==> src/rtl/router_pkg.sv <==
// Shared definitions for the 1x3 router ingress controller.
// Contents: FSM state encoding, port count and the reserved address code
// that marks a packet for discard.
package router_pkg;

  localparam int         NUM_PORTS    = 3;
  localparam logic [1:0] ADDR_INVALID = 2'd3;

  typedef enum logic [3:0] {
    DECODE,
    WAIT,
    LFD,
    LOAD_DATA,
    FIFO_FULL,
    LAF,
    LOAD_PARITY,
    CHECK_PARITY,
    DROP
  } state_t;

endpackage

==> src/rtl/router_sft_timer.sv <==
// Per-port soft-reset watchdog. Counts consecutive cycles in which the
// FIFO holds data that its destination does not read, and emits a
// single-cycle sft_rst when the count reaches TIMEOUT.
// Ports:
//   clk      clock, posedge
//   rst      synchronous active-low reset
//   vld      FIFO holds data (~fifo_empty)
//   rd_en    destination read enable
//   sft_rst  soft-reset pulse for this FIFO
module router_sft_timer
  import router_pkg::*;
#(
  parameter int TIMEOUT = 30,
  parameter int CNT_W   = 5
) (
  input  logic clk,
  input  logic rst,
  input  logic vld,
  input  logic rd_en,
  output logic sft_rst
);

  logic [CNT_W-1:0] cnt;
  logic             stuck;

  // Data pending and nobody reading: the only condition that advances the count.
  assign stuck   = vld & ~rd_en;
  // The pulse fires on the TIMEOUT-th stuck cycle; a read on that cycle suppresses it.
  assign sft_rst = stuck & (cnt == CNT_W'(TIMEOUT - 1));

  always_ff @(posedge clk) begin
    if (!rst) begin
      cnt <= '0;
    end else if (!stuck || sft_rst) begin
      cnt <= '0;
    end else begin
      cnt <= cnt + CNT_W'(1);
    end
  end

endmodule

==> src/rtl/router_ctrl.sv <==
// Ingress controller for the 1x3 router. Decodes the packet header,
// sequences header/payload/parity writes into one of three FIFOs, stalls
// upstream through busy when the target FIFO is full or still draining,
// and runs a soft-reset watchdog per FIFO. Carries control only.
// Ports:
//   clk, rst          clock (posedge) and synchronous active-low reset
//   pkt_valid         high on header/payload bytes, low on the parity byte
//   addr              destination field of the current byte (3 = invalid)
//   fifo_full/empty   status flags per FIFO
//   rd_en             read enable from each destination
//   we                one-hot (or zero) FIFO write enable
//   lfd_state .. rst_int_reg   state-decoded strobes for the datapath
//   busy              upstream must hold its byte and pkt_valid
//   sft_rst           per-FIFO soft-reset pulse
//   vld_out           per-FIFO data available (~fifo_empty)
module router_ctrl
  import router_pkg::*;
#(
  parameter int TIMEOUT = 30,
  parameter int CNT_W   = 5
) (
  input  logic       clk,
  input  logic       rst,
  input  logic       pkt_valid,
  input  logic [1:0] addr,
  input  logic [2:0] fifo_full,
  input  logic [2:0] fifo_empty,
  input  logic [2:0] rd_en,
  output logic [2:0] we,
  output logic       lfd_state,
  output logic       ld_state,
  output logic       full_state,
  output logic       laf_state,
  output logic       detect_add,
  output logic       rst_int_reg,
  output logic       busy,
  output logic [2:0] sft_rst,
  output logic [2:0] vld_out
);

  state_t     state;
  logic [1:0] addr_q;

  // Flags padded to four entries so a 2-bit index is always in range.
  logic [3:0] empty_x, full_x, sft_x;
  logic       tgt_full, tgt_empty, tgt_sft;
  logic       abort, wcond;
  logic [3:0] sel;

  assign empty_x   = {1'b0, fifo_empty};
  assign full_x    = {1'b0, fifo_full};
  assign sft_x     = {1'b0, sft_rst};
  assign tgt_full  = full_x[addr_q];
  assign tgt_empty = empty_x[addr_q];
  assign tgt_sft   = sft_x[addr_q];

  // A watchdog flush of the target FIFO kills the packet being written.
  assign abort = tgt_sft & (state inside {LFD, LOAD_DATA, FIFO_FULL, LAF, LOAD_PARITY});

  for (genvar i = 0; i < NUM_PORTS; i++) begin : g_wd
    router_sft_timer #(
      .TIMEOUT(TIMEOUT),
      .CNT_W  (CNT_W)
    ) u_timer (
      .clk    (clk),
      .rst    (rst),
      .vld    (~fifo_empty[i]),
      .rd_en  (rd_en[i]),
      .sft_rst(sft_rst[i])
    );
  end

  // Write condition and backpressure, decoded from state and live flags.
  always_comb begin
    wcond = 1'b0;
    busy  = 1'b0;
    case (state)
      WAIT:         busy = 1'b1;
      LFD: begin
        busy  = 1'b1;
        wcond = ~tgt_full;
      end
      LOAD_DATA: begin
        busy  = ~pkt_valid | tgt_full;
        wcond = pkt_valid & ~tgt_full;
      end
      FIFO_FULL:    busy = 1'b1;
      LAF: begin
        busy  = 1'b1;
        wcond = 1'b1;
      end
      LOAD_PARITY: begin
        busy  = 1'b1;
        wcond = ~tgt_full;
      end
      CHECK_PARITY: busy = 1'b1;
      default: begin
        wcond = 1'b0;
        busy  = 1'b0;
      end
    endcase
  end

  assign sel = 4'b0001 << addr_q;
  assign we  = sel[2:0] & {3{wcond & ~abort}};

  assign lfd_state   = (state == LFD);
  assign ld_state    = (state == LOAD_DATA);
  assign full_state  = (state == FIFO_FULL);
  assign laf_state   = (state == LAF);
  assign detect_add  = (state == DECODE);
  assign rst_int_reg = (state == CHECK_PARITY);
  assign vld_out     = ~fifo_empty;

  always_ff @(posedge clk) begin
    if (!rst) begin
      state  <= DECODE;
      addr_q <= '0;
    end else if (abort) begin
      // Remaining bytes of a live packet must still be swallowed.
      state <= pkt_valid ? DROP : DECODE;
    end else begin
      case (state)
        DECODE: begin
          if (pkt_valid) begin
            if (addr == ADDR_INVALID) begin
              state <= DROP;
            end else begin
              addr_q <= addr;
              state  <= empty_x[addr] ? LFD : WAIT;
            end
          end
        end
        WAIT:         if (tgt_empty) state <= LFD;
        LFD:          state <= LOAD_DATA;
        LOAD_DATA: begin
          if (!pkt_valid)    state <= LOAD_PARITY;
          else if (tgt_full) state <= FIFO_FULL;
        end
        FIFO_FULL:    if (!tgt_full) state <= LAF;
        LAF:          state <= pkt_valid ? LOAD_DATA : LOAD_PARITY;
        LOAD_PARITY:  if (!tgt_full) state <= CHECK_PARITY;
        CHECK_PARITY: state <= DECODE;
        DROP:         if (!pkt_valid) state <= DECODE;
        default:      state <= DECODE;
      endcase
    end
  end

endmodule

==> config.mk <==
export PLATFORM = sky130hd
export DESIGN_NAME = router_ctrl
export DESIGN_NICKNAME = d
export VERILOG_FILES = /design/src/rtl/router_pkg.sv /design/src/rtl/router_sft_timer.sv /design/src/rtl/router_ctrl.sv
export SDC_FILE = /design/constraint.sdc
export NUM_CORES = 1
export LEC_CHECK = 0
export CAP_MARGIN = 10
export CELL_PAD_IN_SITES_DETAIL_PLACEMENT = 1
export CELL_PAD_IN_SITES_GLOBAL_PLACEMENT = 2
export CORE_MARGIN = 8
export CORE_UTILIZATION = 30
export CTS_CLUSTER_SIZE = 10
export DETAILED_ROUTE_END_ITERATION = 16
export HOLD_SLACK_MARGIN = 0.15
export PLACE_DENSITY = 0.84
export RECOVER_POWER = 100
export REMOVE_ABC_BUFFERS = 1
export SKIP_LAST_GASP = 1
export SLEW_MARGIN = 40
export SYNTH_ARGS = -nofsm -noshare
export SYNTH_HDL_FRONTEND = slang
export SYNTH_SLANG_ARGS = --single-unit
==> constraint.sdc <==
create_clock -name clk -period 5.1 [get_ports clk]
set_clock_uncertainty 0.15 [all_clocks]
set_input_delay 1.02 -clock clk [delete_from_list [all_inputs] [get_ports clk]]
set_output_delay 1.02 -clock clk [all_outputs]
set_load 0.005 [all_outputs]
==> flow_summary.toml <==
[clock_tree]
post_cts.resized_instances = 0
max-clock-path-buffers = 2
worstSkewPairLatency_ns = 0.26
cts_buffers = 3
cts_htree_levels = 1
postCtsSetupBuffers = 0
tritoncts = "yes"
cts_hold_buffers = 0
clock-sinks = 21
clock_slew_at_the_register_clock_pins_of_the_worst_setup_and_hold_paths_ns = 0.08
root_buffer = "sky130_fd_sc_hd__clkbuf_8"

[critical_path]
critical_path_data_arrival_time_ns = 3.25
reg2reg_from = "addr_q[1]$_SDFFE_PN0P_"
critical_path_required_ns = 3.93
rrSetupSlack_ns = 3.14
critical_path.most_common_cell = "sky130_fd_sc_hd__dlygate4sd3_1"
critical-path-slowest-cell = "sky130_fd_sc_hd__dlygate4sd3_1"
worst_setup_path_start_kind = "primary input"
critical_path.reg2reg.endpoint = "state[3]$_SDFFE_PN0P_"
end_kind = "output pin"
timing.critical_path.fanout_max = 9
cells_along_the_critical_path = "dlygate4sd3_1, inv_1, o21ai_0, nand3_1, a21o_1, nor4b_1, dlygate4sd3_1"
setup.worst_path.class = "primary input to output pin"
critical_path.max_stage_delay_ns = 0.73
number_of_cells_traversed_by_the_worst_register_to_register_path = 5

[timing]
hold_viol = 0
fmax_ghz = 0.226
setup_repair_after_global_routing_missed_its_margin = "no"
timing.final.crit_period_ns = 4.42
max_slew.worst_pin.slew_ns = 0.615
min_period_over_period = 0.867
final.hold.worst_slack_ns = 0.316
final_max_slew_viol_count = 0
final.setup.tns_ns = 0
setup_violations = 0
timing.slew.headroom = 0.586

[floorplan]
top_level_ports = 30
initial_utilization = 0.305
total_die_area_um2 = 6700
floorplan.rows = 24
die_width_um = 81.8
die_span_y_um = 81.8
fp.coreArea_um2 = 4260

[logic_synthesis]
synth.ff_latch_count = 21
post_synth.cell_area_avg_um2 = 7.98
synth.yosys.seq_area_share = 0.323
number_of_synthesized_flops_with_an_enable_pin = 0
synth_top_cell_by_area = "sky130_fd_sc_hd__dfxtp_1"
leading_cell_type_by_number_of_instances_after_synthesis = "sky130_fd_sc_hd__nor2_1"
netlist_top_cells_area = "sky130_fd_sc_hd__dfxtp_1 (32%), sky130_fd_sc_hd__nor2_1 (7.5%), sky130_fd_sc_hd__ha_1 (5.8%)"
synth_common_cells = "sky130_fd_sc_hd__nor2_1 (26), sky130_fd_sc_hd__dfxtp_1 (21), sky130_fd_sc_hd__inv_1 (11), sky130_fd_sc_hd__nand3_1 (11), sky130_fd_sc_hd__nor3_1 (9)"
syn_inst = 163
synth_async_sr_flop_share = 0
synth_cell_type_count = 40
synth.cell_area_um2 = 1300
netlist.area_leader.share = 0.323
ys_dominant_reg_cell = "sky130_fd_sc_hd__dfxtp_1"
yosysWarningCount = 0

[pwr]
pwr_density_cell_nw_per_um2 = 351
p_leak_nw = 0.627
max-vdd-ir-drop_mv = 0.110

[min_path]
timing.hold.worst_endpoint = "g_wd[0].u_timer.cnt[0]$_SDFF_PP0_"
hold_path_depth = 1
min-delay-start = "g_wd[0].u_timer.cnt[0]$_SDFF_PP0_"
hold_crit_class = "flop to flop"

[global_route]
grt_first_pass_wirelength_mm = 6.00
number_of_antenna_violations_at_the_first_check_in_global_routing = 0
grt.overflow.total = 0
grt_max_degree = 15
grt_use_total = 0.113
grt_pass1_vias = 1249

[layout]
layout.nets = 205
postLayoutCellArea_um2 = 1630
synthToLayoutAreaGrowth_pct = 25.0
layout-drive-gt1-share = 0.0272
diodes = 0

[placement]
finalWeightedCongestion = 0.869
detailed_place_hpwl_mm = 2.89
port-buffer-count = 29
placed_area_um2 = 1590

[routing]
firstDrtPassIters = 4
drt_iter0_drc = 40
final_antenna_net_count = 0
routed_via_density = 5.17
remaining_drc_errors = 0
detailroute.via_count = 1221
totalWireLength_mm = 3.59
wl_per_cell_um = 15.2

[run]
maxCapViolCount = 0

[outcome]
outcome = "finished clean"
## worst max path at each step
stage                  from     to  slack [ns]  cells after the start
3_5_place_dp      pkt_valid  we[2]        0.80                      7
5_1_grt           pkt_valid  we[2]        0.50                      7
3_3_place_gp      pkt_valid  we[2]        0.84                      7
2_1_floorplan  fifo_full[2]  we[2]        2.00                      5
4_1_cts           pkt_valid  we[2]        0.79                      7
6_report          pkt_valid  we[2]        0.68                      7
## final cells by class
class	count	area (um^2)
fillers	523	2640
inverters	11	41.3
repair buffers	29	290
flip-flops and latches	21	420
clock buffers	4	45.0
multi-input cells	119	763
well taps	52	65.1
## kinds of logic after synthesis
group	count (synthesis)	synth area share
xor+xnor	9	0.0606
buf+inv	23	0.0847
simple gates	73	0.287
compound gates	26	0.148
fa+ha+maj	6	0.0577
flops	21	0.323
mux	5	0.0385
## report_power, final
| part | internal (mW) | switching (mW) |
|---|---|---|
| Clock | 0.0557 | 0.0550 |
| Combinational | 0.116 | 0.117 |
| Sequential | 0.181 | 0.0458 |
| Total | 0.352 | 0.218 |
## sequential cells by signal, indices dropped and copies added, names as in the netlist
register and count:
state 4, g_wd.u_timer.cnt 15, addr_q 2
## metal layers
layer | routed length [um] | global-route usage | part of all wire | vias to the layer above
met5 | 0 | 0 | 0 | -
met4 | 71 | 0.0491 | 0.020 | 0
met3 | 148 | 0.0274 | 0.041 | 7
met2 | 1790 | 0.188 | 0.50 | 18
met1 | 1580 | 0.134 | 0.44 | 580
li1 | - | - | - | 616
## critical path, delay by kind of cell
| family | cells | cell delay, ns |
|---|---|---|
| buf+inv | 3 | 1.48 |
| compound gates | 2 | 0.41 |
| simple gates | 2 | 0.34 |
## layout by cell type, fill, tap and decap left out, types with 2 or more instances in the layout
| cell | instances |
|---|---|
| sky130_fd_sc_hd__nor2_1 | 26 |
| sky130_fd_sc_hd__nor3_1 | 9 |
| sky130_fd_sc_hd__xnor2_1 | 3 |
| sky130_fd_sc_hd__o41ai_1 | 2 |
| sky130_fd_sc_hd__ha_1 | 6 |
| sky130_fd_sc_hd__nand4b_1 | 2 |
| sky130_fd_sc_hd__a21o_1 | 3 |
| sky130_fd_sc_hd__o21ai_0 | 6 |
| sky130_fd_sc_hd__clkdlybuf4s50_1 | 10 |
| sky130_fd_sc_hd__nand2_1 | 4 |
| sky130_fd_sc_hd__a21oi_1 | 2 |
| sky130_fd_sc_hd__dlygate4sd3_1 | 19 |
| sky130_fd_sc_hd__dfxtp_1 | 21 |
| sky130_fd_sc_hd__nand4_1 | 5 |
| sky130_fd_sc_hd__nor3b_1 | 2 |
| sky130_fd_sc_hd__nand2b_1 | 4 |
| sky130_fd_sc_hd__mux2i_1 | 5 |
| sky130_fd_sc_hd__inv_1 | 11 |
| sky130_fd_sc_hd__xor2_1 | 6 |
| sky130_fd_sc_hd__and3_1 | 2 |
| sky130_fd_sc_hd__nand3_1 | 11 |
| sky130_fd_sc_hd__nor4_1 | 3 |
| sky130_fd_sc_hd__clkbuf_8 | 3 |
| sky130_fd_sc_hd__a211oi_1 | 2 |
## metrics by stage
stage	power, mW	setup slack, ns	cells	util
after detailed placement	0.477	0.797	232	0.372
final	0.571	0.678	236	0.381
after floorplan	0.359	2.00	151	-
after CTS	0.589	0.792	236	0.383
after global routing	0.617	0.499	236	0.381
after global placement	0.474	0.836	232	0.372
(Power assumes the default switching activity.)
